--- src/rtl/alu_iter.sv ---
// Handshaked ALU for the multicycle ARM core: single-cycle logic/arithmetic ops,
// iterative shift-add MUL and restoring UDIV, registered result and {N,Z,C,V} flags.
module alu_iter #(
    parameter int WIDTH   = 32,
    parameter int MUL_BPC = 1
) (
    input  logic             clk,
    input  logic             reset_n,
    input  logic             in_valid,
    output logic             in_ready,
    input  logic [3:0]       op,
    input  logic [WIDTH-1:0] a,
    input  logic [WIDTH-1:0] b,
    input  logic             carry_in,
    output logic             out_valid,
    input  logic             out_ready,
    output logic [WIDTH-1:0] result,
    output logic [3:0]       flags,
    output logic [1:0]       state_dbg
);
    // Handshake: a transfer happens on a rising edge where valid and ready are both 1;
    // out_valid with result/flags stays stable until out_ready takes it.
    localparam logic [3:0] OP_ADD = 4'd0, OP_SUB = 4'd1, OP_AND = 4'd2, OP_ORR = 4'd3,
                           OP_ADC = 4'd4, OP_SBC = 4'd5, OP_EOR = 4'd6, OP_BIC = 4'd7,
                           OP_MUL = 4'd8, OP_DIV = 4'd9;
    localparam int CW = $clog2(WIDTH + 1);
    localparam logic [CW-1:0] MUL_LAST = CW'(WIDTH / MUL_BPC - 1);
    localparam logic [CW-1:0] DIV_LAST = CW'(WIDTH - 1);

    typedef enum logic [1:0] {S_IDLE, S_MUL, S_DIV, S_DONE} state_t;
    state_t state, state_nx;

    // acc: product accumulator / partial remainder; opa: multiplicand / dividend-quotient
    // shifter; opb: multiplier shifter / divisor.
    logic [CW-1:0]    cnt;
    logic [WIDTH-1:0] acc, opa, opb;

    logic             accept, invert, cin, is_arith, ovf;
    logic [WIDTH-1:0] bb, simple_res;
    logic [WIDTH:0]   sum;
    logic [WIDTH-1:0] mul_acc_nx, div_rem_nx, div_q_nx;
    logic [WIDTH:0]   rem_sh, diff;
    logic             div_ge;

    assign in_ready  = (state == S_IDLE) || ((state == S_DONE) && out_ready);
    assign accept    = in_valid && in_ready;
    assign out_valid = (state == S_DONE);
    assign state_dbg = state;

    always_comb begin
        invert = (op == OP_SUB) || (op == OP_SBC);
        bb     = invert ? ~b : b;
        case (op)
            OP_SUB:         cin = 1'b1;
            OP_ADC, OP_SBC: cin = carry_in;
            default:        cin = 1'b0;
        endcase
        sum      = {1'b0, a} + {1'b0, bb} + {{WIDTH{1'b0}}, cin};
        ovf      = (a[WIDTH-1] == bb[WIDTH-1]) && (sum[WIDTH-1] != a[WIDTH-1]);
        is_arith = (op == OP_ADD) || (op == OP_SUB) || (op == OP_ADC) || (op == OP_SBC);
        case (op)
            OP_ADD, OP_SUB, OP_ADC, OP_SBC: simple_res = sum[WIDTH-1:0];
            OP_AND:  simple_res = a & b;
            OP_ORR:  simple_res = a | b;
            OP_EOR:  simple_res = a ^ b;
            OP_BIC:  simple_res = a & ~b;
            default: simple_res = '0;  // UDIV by zero and reserved ops
        endcase
    end

    always_comb begin
        mul_acc_nx = acc;
        for (int k = 0; k < MUL_BPC; k++) begin
            if (opb[k]) mul_acc_nx = mul_acc_nx + (opa << k);
        end
        rem_sh     = {acc, opa[WIDTH-1]};
        diff       = rem_sh - {1'b0, opb};
        div_ge     = !diff[WIDTH];
        div_rem_nx = div_ge ? diff[WIDTH-1:0] : rem_sh[WIDTH-1:0];
        div_q_nx   = {opa[WIDTH-2:0], div_ge};
    end

    always_comb begin
        state_nx = state;
        if (accept) begin
            if (op == OP_MUL)                    state_nx = S_MUL;
            else if (op == OP_DIV && b != '0)    state_nx = S_DIV;
            else                                 state_nx = S_DONE;
        end else begin
            case (state)
                S_MUL:   if (cnt == MUL_LAST) state_nx = S_DONE;
                S_DIV:   if (cnt == DIV_LAST) state_nx = S_DONE;
                S_DONE:  if (out_ready)       state_nx = S_IDLE;
                default: state_nx = state;
            endcase
        end
    end

    always_ff @(posedge clk or negedge reset_n) begin
        if (!reset_n) begin
            state  <= S_IDLE;
            cnt    <= '0;
            acc    <= '0;
            opa    <= '0;
            opb    <= '0;
            result <= '0;
            flags  <= '0;
        end else begin
            state <= state_nx;
            if (accept) begin
                cnt <= '0;
                acc <= '0;
                opa <= a;
                opb <= b;
                if (!(op == OP_MUL || (op == OP_DIV && b != '0))) begin
                    result <= simple_res;
                    flags  <= {simple_res[WIDTH-1], simple_res == '0,
                               is_arith & sum[WIDTH], is_arith & ovf};
                end
            end else if (state == S_MUL) begin
                cnt <= cnt + 1'b1;
                acc <= mul_acc_nx;
                opa <= opa << MUL_BPC;
                opb <= opb >> MUL_BPC;
                if (cnt == MUL_LAST) begin
                    result <= mul_acc_nx;
                    flags  <= {mul_acc_nx[WIDTH-1], mul_acc_nx == '0, 2'b00};
                end
            end else if (state == S_DIV) begin
                cnt <= cnt + 1'b1;
                acc <= div_rem_nx;
                opa <= div_q_nx;
                if (cnt == DIV_LAST) begin
                    result <= div_q_nx;
                    flags  <= {div_q_nx[WIDTH-1], div_q_nx == '0, 2'b00};
                end
            end
        end
    end
endmodule
--- config.mk ---
export PLATFORM = sky130hd
export DESIGN_NAME = alu_iter
export DESIGN_NICKNAME = d
export VERILOG_FILES = /design/src/rtl/alu_iter.sv
export SDC_FILE = /design/constraint.sdc
export NUM_CORES = 1
export LEC_CHECK = 0
export CAP_MARGIN = 20
export CORE_MARGIN = 2
export CORE_UTILIZATION = 45
export CTS_BUF_LIST = sky130_fd_sc_hd__clkbuf_4 sky130_fd_sc_hd__clkbuf_8
export CTS_CLUSTER_DIAMETER = 50
export CTS_CLUSTER_SIZE = 16
export DETAILED_ROUTE_END_ITERATION = 8
export GPL_ROUTABILITY_DRIVEN = 0
export SETUP_SLACK_MARGIN = 0.5
export SYNTH_ARGS = -nofsm -noshare
export SYNTH_HDL_FRONTEND = slang
export SYNTH_SLANG_ARGS = --single-unit
--- constraint.sdc ---
create_clock -name clk -period 5.5 [get_ports clk]
set_input_delay 0.55 -clock clk [delete_from_list [all_inputs] [get_ports clk]]
set_output_delay 0.55 -clock clk [all_outputs]
set_load 0.02 [all_outputs]
== Word level (Yosys, flattened, before mapping) ==
Cells that the tools add are included.
Widths: inputs -> output; s select.

* Register bits after elaboration: 140
* Logic and storage cells: 98
* Bits of input ports: 73
* Output and inout port bits: 40

* Bitwise logic cells: 7
* Reduce and logical (&&, ||, !) cells: 25
* $add $sub $neg: 5
* Multiplexer cells: 34
* Eq/ne operators: 20

{| class="wikitable"
|+ Operator list
! cell !! count
|-
| $mux 32 || 17
|-
| $pmux 32 s5 || 1
|-
| $logic_not 32->1 || 3
|-
| $and 32x32->32 || 2
|-
| $add 32x32->33 || 1
|-
| $add 33x1->33 || 1
|-
| $sub 33x32->33 || 1
|-
| $add 32x32->32 || 1
|-
| $not 32->32 || 1
|-
| $or 32x32->32 || 1
|-
| $reduce_bool 32->1 || 1
|-
| $xor 32x32->32 || 1
|-
| $mux 4 || 6
|-
| $mux 6 || 3
|-
| $eq 4x3->1 const B || 4
|-
| $eq 4x2->1 const B || 2
|-
| $eq 4x4->1 const B || 2
|-
| $mux 2 || 4
|-
| $add 6x1->6 const B || 1
|-
| $eq 6x5->1 const B || 1
|-
| $logic_or 1x1->1 || 6
|-
| $ne 3x1->1 const B || 2
|-
| $ne 3x3->1 const B || 2
|-
| $reduce_bool 3->1 || 2
|-
| other kinds (19) || 25
|}

== Longest topological paths before layout ==
* Depth after elaboration: 10
* Depth in mapped cells: 21
* Mapped depth without buffers: 17

== Worst setup path before layout ==
Ideal clock, no wire load.

* Kind: input to register
* Start: input op[3]
* End: register flags[2]
* Stages on the path: 20
* Data arrival time: 5505 ps
* Setup time: 66 ps
* Slack: -71 ps
* Buffers on the path: 5
* Data required time: 5434 ps
* Cell sequence: clkbuf_1 -> nor2_1 -> clkbuf_1 -> buf_1 -> and2_1 -> clkbuf_1 -> buf_1 -> xnor2_1 -> ha_1 -> a2111oi_0 -> o21ai_1 -> a31oi_1 -> o311ai_1 -> a41oi_1 -> or3_1 -> a21oi_1 -> or4_1 -> or4_1 -> nor4_1 -> o32a_1

* Cells in the longest elaborated chain, start to end: 9
* Elaborated cells on any way between the ends: 25
* Those cells by class: 2 x add/sub; 10 x eq/ne; 5 x mux; 8 x reduce/logical

{| class="wikitable"
|+ RTL lines
! element !! line !! text
|-
| start, declared || 11 || <nowiki>input logic [3:0] op,</nowiki>
|-
| $eq 4x1->1 or $eq 4x3->1 (tied branches) || 51, 53, 61 ||
|-
| $logic_or 1x1->1 || 51 || <nowiki>invert = (op == OP_SUB) || (op == OP_SBC);</nowiki>
|-
| $mux 32 || 52 || <nowiki>bb = invert ? ~b : b;</nowiki>
|-
| $add 32x32->33 || 58 || <nowiki>sum = {1'b0, a} + {1'b0, bb} + {{WIDTH{1'b0}}, cin};</nowiki>
|-
| $add 33x1->33 || 58 ||
|-
| $pmux 32 s5 || 61 || <nowiki>case (op)</nowiki>
|-
| $logic_not 32->1 || 117 || <nowiki>flags <= {simple_res[WIDTH-1], simple_res == '0,</nowiki>
|-
| $mux 4 || 115 || <nowiki>if (!(op == OP_MUL || (op == OP_DIV && b != '0))) begin</nowiki>
|-
| $mux 4 || 110 || <nowiki>if (accept) begin</nowiki>
|-
| end signal, assigned || 117 ||
|-
| end signal, assigned || 127 || <nowiki>flags <= {mul_acc_nx[WIDTH-1], mul_acc_nx == '0, 2'b00};</nowiki>
|-
| end signal, assigned || 135 || <nowiki>flags <= {div_q_nx[WIDTH-1], div_q_nx == '0, 2'b00};</nowiki>
|-
| end, declared || 18 || <nowiki>output logic [3:0] flags,</nowiki>
|}

Several ways; a longest one is shown, not always the timed one. The select of a mux whose other input is x is not followed.
A chain may end at the register's enable or synchronous reset.

== Worst setup path in the final report ==
* Start: register acc[0]
* End: register flags[2]

* Cells in the longest elaborated chain, start to end: 7
* Elaborated cells on any way between the ends: 11
* Those cells by class: 2 x add/sub; 6 x mux; 3 x reduce/logical

{| class="wikitable"
|+ RTL lines
! element !! line !! text
|-
| start, declared || 36 || <nowiki>logic [WIDTH-1:0] acc, opa, opb;</nowiki>
|-
| start signal, assigned || 122 || <nowiki>acc <= mul_acc_nx;</nowiki>
|-
| start signal, assigned || 131 || <nowiki>acc <= div_rem_nx;</nowiki>
|-
| $sub 33x32->33 || 77 || <nowiki>diff = rem_sh - {1'b0, opb};</nowiki>
|-
| $logic_not 1->1 || 78 || <nowiki>div_ge = !diff[WIDTH];</nowiki>
|-
| $logic_not 32->1 || 135 ||
|-
| $mux 4 || 133 || <nowiki>if (cnt == DIV_LAST) begin</nowiki>
|-
| $mux 4 || 129 || <nowiki>end else if (state == S_DIV) begin</nowiki>
|-
| $mux 4 (*) || 120 || <nowiki>end else if (state == S_MUL) begin</nowiki>
|-
| $mux 4 (*) || 110 ||
|}

Every way passes the cells marked *; elsewhere a longest branch is shown, timed or not. The select of a mux whose other input is x is not followed.

==> flow_summary.json <==
{
  "grt_max_degree": 90,
  "ctsLongestPathBuffers": 2,
  "synth_area_um2": 15200,
  "synth-xor-area-share": 0.0519,
  "dpl.hpwl_um": 42800,
  "comb_power_share": 0.719,
  "cts_buffers": 17,
  "grt_use_total": 0.308,
  "postPlaceCellArea_um2": 16800,
  "synthMuxAreaShare": 0.0646,
  "routedWlPerCell_um": 21.6,
  "drc": 0,
  "portBuffers": 112,
  "synth-seq-area-share": 0.229,
  "synthTopCellsByArea": "dfrtp_1, ha_1, nand2_1, a21oi_1, mux2i_1",
  "nFillCells": 3348,
  "routed_via_density": 6.20,
  "cts_tree": "built",
  "cpMostUsedCell": "or4_1",
  "synthesis.nets": 2222,
  "peakVddDrop_mv": 0.502,
  "fin_crit_sh": 0.873,
  "synth-edff-count": 0,
  "synth_top_family_by_area": "compound AO/OA/AOI/OAI gates",
  "syn_inst": 2014,
  "cp_max_fo": 7,
  "met2_usage": 0.467,
  "cp.required_ns": 5.91,
  "relSlewSlack": 0.389,
  "end_kind": "register",
  "dieArea_um2": 35200,
  "final_antenna_net_count": 0,
  "critPathBufInv": 0,
  "cts-root-buf": "clkbuf_8",
  "first_pass_iters": 6,
  "yosysTopAreaCellShare": 0.229,
  "cpMaxStageDelayCell": "or4_1",
  "num_vias": 15700,
  "final_hold_viol_count": 0,
  "htreeDepth": 4,
  "skew_ns": 0.0117,
  "synthFlopType": "dfrtp_1",
  "grt_util_met3": 0.0309,
  "setup_violations": 0,
  "cts_sinks": 139,
  "rsz0062_at_grt": "false",
  "yosys.area_share.adder": 0.113,
  "slew_violations": 0,
  "path_clk_slew_ns": 0.08,
  "synth.most_common_cell": "nand2_1",
  "powerDensity_nw_per_um2": 645,
  "ff_latch_area_um2": 3480,
  "crit_type": "reg2reg",
  "hold_path.class": "in2async",
  "syn_area_per_cell_um2": 7.54,
  "status": "completed",
  "final_nets": 2282,
  "synth-simple-area-share": 0.210,
  "core_area_um2": 33400,
  "arrival_ns": 5.21,
  "power.leakage_nw": 7.39,
  "ys_top_cells_by_count": "nand2_1, a21oi_1, nor2_1",
  "max_freq_mhz": 208,
  "overflow": 0,
  "crit_family": "compound AO/OA/AOI/OAI gates",
  "postCtsSetupBuffers": 0,
  "synthDistinctLibCells": 91,
  "synth_top_cell_by_area": "dfrtp_1",
  "p_seq_frac": 0.200,
  "p_switching_w": 0.00585,
  "p_clk_frac": 0.081,
  "yosys_warnings": 0,
  "synth_seq_cells": 139,
  "p_int_w": 0.00524,
  "setup_tns_ns": 0,
  "n_antenna_cell": 0,
  "drv_cap": 0,
  "area_growth_pct": 13.3,
  "num_io_pins": 113,
  "grt_pass1_wl_um": 85600,
  "slowest_delay_ns": 0.55,
  "drt_iter0_drc": 1489,
  "hold_buffers": 0,
  "initial_utilization": 0.455,
  "grt_use_met1": 0.457,
  "worstSkewPairLatency_ns": 0.47,
  "routed_wirelength_um": 54700,
  "worst_pin_slew_ns": 0.893,
  "multi_input_comb_area_um2": 10800,
  "fp-row-count": 67,
  "synth_compound_area_frac": 0.269,
  "switching_share": 0.528,
  "crit_chain": "ha_1 -> fa_1 -> a211oi_2 -> o21a_1 -> a211o_1 -> a2111oi_0 -> or4_1 -> a31oi_1 -> and4_1 -> nand4_1 -> or4_1 -> nor4_2 -> o32a_1",
  "drive_gt1_frac": 0.0561,
  "antenna_found_initial": 0,
  "final_area_um2": 17200,
  "fp.dieW_um": 188,
  "top_usage_layer": "met2",
  "fp.dieH_um": 188,
  "worstSetupStartpointType": "register",
  "first_global_vias": 14700,
  "async_flop_share": 1.00,
  "fin_crit_ns": 4.80
}
final cells by class:
type                            count  share of cell area
Multi-Input combinational cell   1630               0.630
Sequential cell                   139               0.202
Timing Repair Buffer              150              0.0821
Tap cell                          448              0.0326
Inverter                          136              0.0297
Clock buffer                       23              0.0166
Clock inverter                      7             0.00684
worst reg2reg max path, stage by stage (launching register included):
cell and delay (ns):
dfrtp_1 0.48, ha_1 0.30, fa_1 0.46, a211oi_2 0.38, o21a_1 0.34, a211o_1 0.24
a2111oi_0 0.16, or4_1 0.50, a31oi_1 0.42, and4_1 0.27, nand4_1 0.11, or4_1 0.55
nor4_2 0.31, o32a_1 0.22
metrics by stage:
| step | hold slack [ns] | utilization | setup WS (ns) | std cells | power [W] |
|---|---|---|---|---|---|
| 6_report | 0.150 | 0.515 | 0.700 | 2533 | 0.0111 |
| 3_5_place_dp | 0.472 | 0.503 | 0.264 | 2503 | 0.0100 |
| 5_1_grt | 0.212 | 0.515 | 0.502 | 2533 | 0.0120 |
| 4_1_cts | 0.179 | 0.515 | 0.664 | 2533 | 0.0110 |
| 3_3_place_gp | 0.471 | 0.503 | 0.382 | 2503 | 0.00993 |
| 2_1_floorplan | 0.254 | - | 0.511 | 2014 | 0.00774 |
registers in the layout (all words and copies together), names as in the netlist:
name	cells
result	32
opb	32
state_dbg	2
acc	32
opa	32
flags	3
cnt	6
repair_timing:
action                                  CTS  global route
endpoints found under the setup margin    0             1
resized for setup                         0             2
endpoints found under the hold margin     0             0
power groups by stage:
stage / sequential, W / combinational [W] / clock [W]
after floorplan: 0.00209 / 0.00565 / 0
after global placement: 0.00221 / 0.00772 / 0
after detailed placement: 0.00221 / 0.00782 / 0
after CTS: 0.00219 / 0.00788 / 0.000901
after global routing: 0.00228 / 0.00877 / 0.000942
final: 0.00222 / 0.00797 / 0.000895
logic make-up after synthesis:
| kind of cell | after synthesis |
|---|---|
| XOR/XNOR | 90 |
| AO/OA/AOI/OAI | 636 |
| buffers and inverters | 245 |
| AND/OR/NAND/NOR | 681 |
| flip-flops | 139 |
| multiplexers | 88 |
| adder cells (fa/ha/maj) | 135 |
metal layers:
layer / up-vias / part of all wire
met2: 651 / 0.43
met4: 0 / 0.033
met3: 86 / 0.068
met1: 7492 / 0.47
met5: - / 0
li1: 7476 / -
path summary, 6_finish.rpt:
path,start,to,slack [ns],cells past startpoint
min in group clk,result[7],result[7],0.48,2
worst min register to register,result[7],result[7],0.48,2
max in group asynchronous,reset_n,opa[31],4.10,2
worst max-delay path,acc[0],flags[2],0.70,13
worst max register to register,acc[0],flags[2],0.70,13
worst min-delay path,reset_n,opb[25],0.15,1
layout by cell type, fill, tap and decap left out, drive strengths merged, types with 15 or more instances in the layout:
cell / count
a211oi: 26
a21o: 38
a21oi: 189
a31oi: 60
buf: 39
clkbuf: 23
clkdlybuf4s50: 111
dfrtp: 139
ha: 131
inv: 134
mux2i: 75
nand2: 261
nand3: 34
nand4: 40
nor2: 168
nor2b: 21
nor3: 39
nor4: 23
o211ai: 30
o21a: 19
o21ai: 142
o221ai: 16
or3: 15
xnor2: 69
xor2: 21
Note: power is estimated with default switching activity, not from simulation.
